==> config.mk <==
export PLATFORM = sky130hd
export DESIGN_NAME = signed2unsigned_dac_tx
export DESIGN_NICKNAME = d
export VERILOG_FILES = /design/src/rtl/dac_tx_pkg.sv /design/src/rtl/signed2unsigned_dac_tx_fifo.sv /design/src/rtl/signed2unsigned_dac_tx.sv
export SDC_FILE = /design/constraint.sdc
export NUM_CORES = 1
export LEC_CHECK = 0
export ABC_AREA = 1
export CAP_MARGIN = 30
export CORE_MARGIN = 4
export CORE_UTILIZATION = 50
export CTS_BUF_LIST = sky130_fd_sc_hd__clkbuf_8
export DETAILED_ROUTE_END_ITERATION = 8
export GPL_TIMING_DRIVEN = 0
export PLACE_DENSITY_LB_ADDON = 0.2
export SYNTH_ARGS = -nofsm -noshare
export SYNTH_HDL_FRONTEND = slang
export SYNTH_HIERARCHICAL = 1
export SYNTH_SLANG_ARGS = --single-unit
==> constraint.sdc <==
create_clock -name clk -period 2.37 [get_ports clk]
set_input_delay 0.474 -clock clk [delete_from_list [all_inputs] [get_ports clk]]
set_output_delay 0.474 -clock clk [all_outputs]
set_load 0.005 [all_outputs]
==> src/rtl/dac_tx_pkg.sv <==
// Shared types and helpers for the signed-to-offset-binary DAC transmit path.
// Midscale and conversion helpers work on a wide word; callers truncate.
package dac_tx_pkg;

    typedef enum logic [1:0] {
        IDLE  = 2'd0,
        PRIME = 2'd1,
        RUN   = 2'd2
    } state_t;

    localparam int MAX_W = 32;

    function automatic logic [MAX_W-1:0] midscale(input int unsigned w);
        return MAX_W'(1) << (w - 1);
    endfunction

    // Offset binary is two's complement with the sign bit flipped.
    function automatic logic [MAX_W-1:0] to_offset_binary(
        input logic [MAX_W-1:0] data,
        input int unsigned      w
    );
        return data ^ midscale(w);
    endfunction

endpackage

==> src/rtl/signed2unsigned_dac_tx_fifo.sv <==
// Show-ahead synchronous FIFO with occupancy count and synchronous flush.
// Pointers wrap naturally; level carries the extra bit to tell full from empty.
module sync_fifo #(
    parameter int DATA_W = 8,
    parameter int DEPTH  = 4
) (
    input  logic                     clk,
    input  logic                     rst,
    input  logic                     flush,
    input  logic                     push,
    input  logic [DATA_W-1:0]        din,
    input  logic                     pop,
    output logic [DATA_W-1:0]        dout,
    output logic [$clog2(DEPTH):0]   level,
    output logic                     full,
    output logic                     empty
);

    localparam int AW = $clog2(DEPTH);

    logic [DATA_W-1:0] mem [DEPTH];
    logic [AW-1:0]     wr_ptr;
    logic [AW-1:0]     rd_ptr;
    logic              do_push;
    logic              do_pop;

    assign full    = (level == (AW+1)'(DEPTH));
    assign empty   = (level == '0);
    assign do_push = push && !full;
    assign do_pop  = pop && !empty;
    assign dout    = mem[rd_ptr];

    always_ff @(posedge clk) begin
        if (rst || flush) begin
            wr_ptr <= '0;
            rd_ptr <= '0;
            level  <= '0;
        end else begin
            if (do_push) wr_ptr <= wr_ptr + 1'b1;
            if (do_pop)  rd_ptr <= rd_ptr + 1'b1;
            case ({do_push, do_pop})
                2'b10:   level <= level + 1'b1;
                2'b01:   level <= level - 1'b1;
                default: level <= level;
            endcase
        end
    end

    always_ff @(posedge clk) begin
        if (do_push && !flush) mem[wr_ptr] <= din;
    end

endmodule

==> src/rtl/signed2unsigned_dac_tx.sv <==
// DAC transmit path: buffers signed samples, converts to offset binary and
// paces them out every DIV clocks, parking at midscale when disabled.
module signed2unsigned_dac_tx
    import dac_tx_pkg::*;
#(
    parameter int DATA_W     = 8,
    parameter int FIFO_DEPTH = 4,
    parameter int DIV        = 4,
    parameter int PREFILL    = 2
) (
    input  logic                          clk,
    input  logic                          rst,
    input  logic                          en,
    input  logic [DATA_W-1:0]             s_data,
    input  logic                          s_valid,
    output logic                          s_ready,
    output logic [DATA_W-1:0]             dac_data,
    output logic                          dac_wr,
    output logic                          underrun,
    output logic [$clog2(FIFO_DEPTH):0]   fifo_level,
    output logic                          running
);

    localparam int LW   = $clog2(FIFO_DEPTH) + 1;
    localparam int DIVW = $clog2(DIV);
    localparam logic [DATA_W-1:0] MID = DATA_W'(midscale(DATA_W));

    state_t            state;
    state_t            state_nx;
    logic [DIVW-1:0]   div_cnt;
    logic [DIVW-1:0]   div_nx;
    logic              tick;
    logic              go_idle;
    logic              park;
    logic              push;
    logic              pop;
    logic              und_nx;
    logic              full;
    logic              empty;
    logic [DATA_W-1:0] head;
    logic [DATA_W-1:0] head_ob;

    assign s_ready = (state != IDLE) && !full;
    assign running = (state == RUN);
    assign tick    = (state == RUN) && (div_cnt == DIVW'(DIV - 1));
    // A sample handed over while en falls is dropped with the flush.
    assign push    = s_valid && s_ready && !go_idle;
    assign park    = go_idle && (dac_data != MID);
    assign head_ob = DATA_W'(to_offset_binary(MAX_W'(head), DATA_W));

    sync_fifo #(
        .DATA_W (DATA_W),
        .DEPTH  (FIFO_DEPTH)
    ) u_fifo (
        .clk   (clk),
        .rst   (rst),
        .flush (go_idle),
        .push  (push),
        .din   (s_data),
        .pop   (pop),
        .dout  (head),
        .level (fifo_level),
        .full  (full),
        .empty (empty)
    );

    always_comb begin
        state_nx = state;
        div_nx   = '0;
        go_idle  = 1'b0;
        pop      = 1'b0;
        und_nx   = 1'b0;
        unique case (state)
            IDLE: begin
                if (en) state_nx = PRIME;
            end
            PRIME: begin
                if (!en) begin
                    state_nx = IDLE;
                    go_idle  = 1'b1;
                end else if (fifo_level >= LW'(PREFILL)) begin
                    state_nx = RUN;
                end
            end
            RUN: begin
                if (!en) begin
                    state_nx = IDLE;
                    go_idle  = 1'b1;
                end else begin
                    div_nx = tick ? '0 : div_cnt + 1'b1;
                    if (tick && empty) begin
                        und_nx   = 1'b1;
                        state_nx = PRIME;
                    end else if (tick) begin
                        pop = 1'b1;
                    end
                end
            end
            default: begin
                state_nx = IDLE;
            end
        endcase
    end

    always_ff @(posedge clk) begin
        if (rst) begin
            state    <= IDLE;
            div_cnt  <= '0;
            dac_data <= MID;
            dac_wr   <= 1'b0;
            underrun <= 1'b0;
        end else begin
            state    <= state_nx;
            div_cnt  <= div_nx;
            underrun <= und_nx;
            dac_wr   <= pop || park;
            if (pop) begin
                dac_data <= head_ob;
            end else if (park) begin
                dac_data <= MID;
            end
        end
    end

endmodule

==> results_dict.tcl <==
set metrics [dict create \
    status "finished clean" \
    port_buffers 26 \
    hold_viol 0 \
    synth_fp_nets 267 \
    syn-mean-instance-area_um2 9.968 \
    min_path_type "flip-flop to flip-flop" \
    worst_pin_slew_ns 0.5043 \
    slew_headroom_pct 66.25 \
    min_to "div_cnt[0]" \
    setup_viol 0 \
    final_net_count 310 \
    rrSetupSlack_ns 0.12 \
    clk_latency_ns 0.30 \
    crit_slowest_cell "fa_2" \
    fin_cells 354 \
    fmax_mhz 444.9 \
    antenna_found_initial 0 \
    dp_hpwl_mm 3.060 \
    core_um2 4723 \
    die_x_um 77.61 \
    root_buffer "clkbuf_8" \
    numPlacedInstances 336 \
    p_leak_nw 1.158 \
    cts_buffers 5 \
    crit_start "en" \
    detail-route-antenna-nets 0 \
    overflow 0 \
    dpl_cell_area_um2 2766 \
    drive_gt1_share_pct 18.47 \
    layout_min_cycle_time_ns 2.248 \
    ys_seq_area_share_pct 58.68 \
    area_growth_pct 24.33 \
    setup_slack_ns 0.1221 \
    finClkSkew_ns 0.003622 \
    cp_data_arrival_time_ns 2.45 \
    finalCritPeriodShare_pct 94.85 \
    cap_violations 0 \
    holdPathStages 1 \
    die_h_um 77.61 \
    drc 0 \
    worst_r2r_endpoint "u_fifo/level[2]" \
    fin_area_um2 3012 \
    slew_violations 0 \
    hold_start "div_cnt[0]" \
    grt_pass1_vias 1633 \
    yosys_most_used_dff "edfxtp_1" \
    worstReg2RegStart "state[0]" \
    syn_inst 243 \
    path_max_fanout 5 \
    dr.first_iter.drc_count 61 \
    synth_edf_count 32 \
    cts.sinks 55 \
    critPathLaunchType "input pin" \
    ios 27 \
    worst-setup-path-type "input pin to flip-flop" \
    drt-total-wl_mm 4.428 \
    wire_per_inst_um 12.51 \
    irDropWorstVdd_mv 0.3429 \
    firstDrtPassIters 5 \
    preCtsSetupSlack_ns -0.5914 \
    ys_types 26 \
    layout_common_cells "edfxtp_1, nand2_1, nor2_1, inv_1, clkdlybuf4s50_1" \
    initial_core_util_pct 51.28 \
    synth_area_um2 2422 \
    crit_path_end_kind "flip-flop" \
    power_density_nw_per_um2 666.5 \
    slowest_delay_ns 0.38 \
    h-tree-depth 2 \
    grt_pass1_wl_mm 7.272 \
    path_clk_slew_ns 0.09 \
    reg2reg_depth 17 \
    routed_via_density 4.918 \
    final_common_cell "edfxtp_1" \
    postCtsHoldBufs 0 \
    crit_required_ns 2.57 \
    vias 1741 \
    grt.total_usage_pct 15.43 \
    die_area_um2 6023 \
    synth_warnings 6 \
    gp_congestion 0.7542 \
    cts_buffer_depth 2 \
    synth_seq_cells 55 \
    grt_max_degree 17 \
    async_reset_ff_share_pct 0 \
    num_rows 25 \
    power.total_mw 2.007 \
    diodes 0 \
    cts_tree "built" \
    cpMostUsedCell "inv_2" \
    worstPathCellList "clkdlybuf4s15_1 > nand2_4 > nor3_4 > inv_4 > nor2_4 > inv_2 > nor2_2 > ha_2 > inv_2 > fa_2 > inv_2 > nand2_2 > nand3_1 > nand2_1 > inv_1 > nor2_1" \
]
## metrics by stage
step / hold WS [ns] / utilization [%] / setup TNS, ns
CTS: 0.4377 / 61.25 / -1.464
finish: 0.4343 / 63.76 / 0
floorplan: 0.4043 / - / 0
global route: 0.4508 / 63.76 / -0.03005
global placement: 0.4162 / 58.57 / -11.88
detailed placement: 0.4235 / 58.57 / -12.24
## layout make-up
cell class              instances  area (µm²)
plain buffers                   3       26.28
clock buffers                   5       68.82
clock inverters                 3       38.79
fillers                       394        1712
inverters                      36       140.1
multi-input cells             149       887.1
flip-flops and latches         55        1431
well taps                      67       83.83
repair buffers                 36       335.3
## metal layers
metal / GRT usage (%) / wire length (µm) / vias up
met4: 5.872 / 40 / 0
met3: 3.828 / 173 / 5
met1: 19.70 / 2099 / 808
met2: 25.17 / 2114 / 31
met5: 0 / 0 / -
li1: - / - / 897
## how the worst max path moves through the flow
stage / end / slack [ns] / depth (start not counted)
floorplan: u_fifo/level[2] / 0.05 / 17
global placement: u_fifo/level[2] / -0.56 / 16
detailed placement: u_fifo/level[2] / -0.59 / 16
CTS: u_fifo/mem[2][5] / -0.09 / 7
global route: u_fifo/level[2] / -0.03 / 17
finish: u_fifo/level[2] / 0.12 / 16
## Yosys cell counts (2+ instances only)
| master | n | area (µm²) |
|---|---|---|
| nand3_1 | 12 | 60.06 |
| buf_6 | 2 | 22.52 |
| nand3b_1 | 3 | 22.52 |
| o22ai_1 | 8 | 50.05 |
| nor2_1 | 36 | 135.1 |
| nand4_1 | 2 | 12.51 |
| o21ai_1 | 2 | 10.01 |
| nor3_1 | 2 | 10.01 |
| dfxtp_1 | 23 | 460.4 |
| o21ai_0 | 14 | 70.07 |
| nand3_4 | 2 | 35.03 |
| edfxtp_1 | 32 | 960.9 |
| a21oi_1 | 16 | 80.08 |
| o21ai_2 | 3 | 26.28 |
| inv_1 | 33 | 123.9 |
| ha_1 | 11 | 137.6 |
| inv_2 | 2 | 7.510 |
| nand2_1 | 32 | 120.1 |
## what timing repair did
item / CTS / global route
gates resized for setup: 10 / 21
hold endpoints to repair: 0 / 0
pin swaps: 1 / 8
endpoints found under the setup margin: 34 / 34
buffers inserted: 1 / 9
## report_power, final
part	leakage, nW	internal (mW)	switching [mW]	total, mW
logic	0.625	0.134	0.191	0.325
clock network	0.0556	0.310	0.287	0.597
registers	0.477	1.06	0.0268	1.09
total	1.16	1.50	0.505	2.01
## worst max-delay path, delay by kind of cell
kind                       cells  cell delay [ns]
and+or+nand+nor                8             0.77
buffers and inverters          6             0.60
adders and majority gates      2             0.58
## kinds of logic (layout without fill, tap and decap cells)
family / after synthesis / count (layout) / synth area share, %
simple gates: 94 / 94 / 18.29
flops: 55 / 55 / 58.68
compound gates: 43 / 43 / 9.763
buf+inv: 39 / 83 / 6.767
fa+ha+maj: 12 / 12 / 6.508
## sequential cells by signal (all words and copies together), names as in the netlist, named ones only
signal,count
state,2
dac_wr,1
div_cnt,2
u_fifo/wr_ptr,2
u_fifo/mem,32
underrun,1
dac_data,8
u_fifo/rd_ptr,2
u_fifo/level,3
Power figures use the tool's default switching activity.
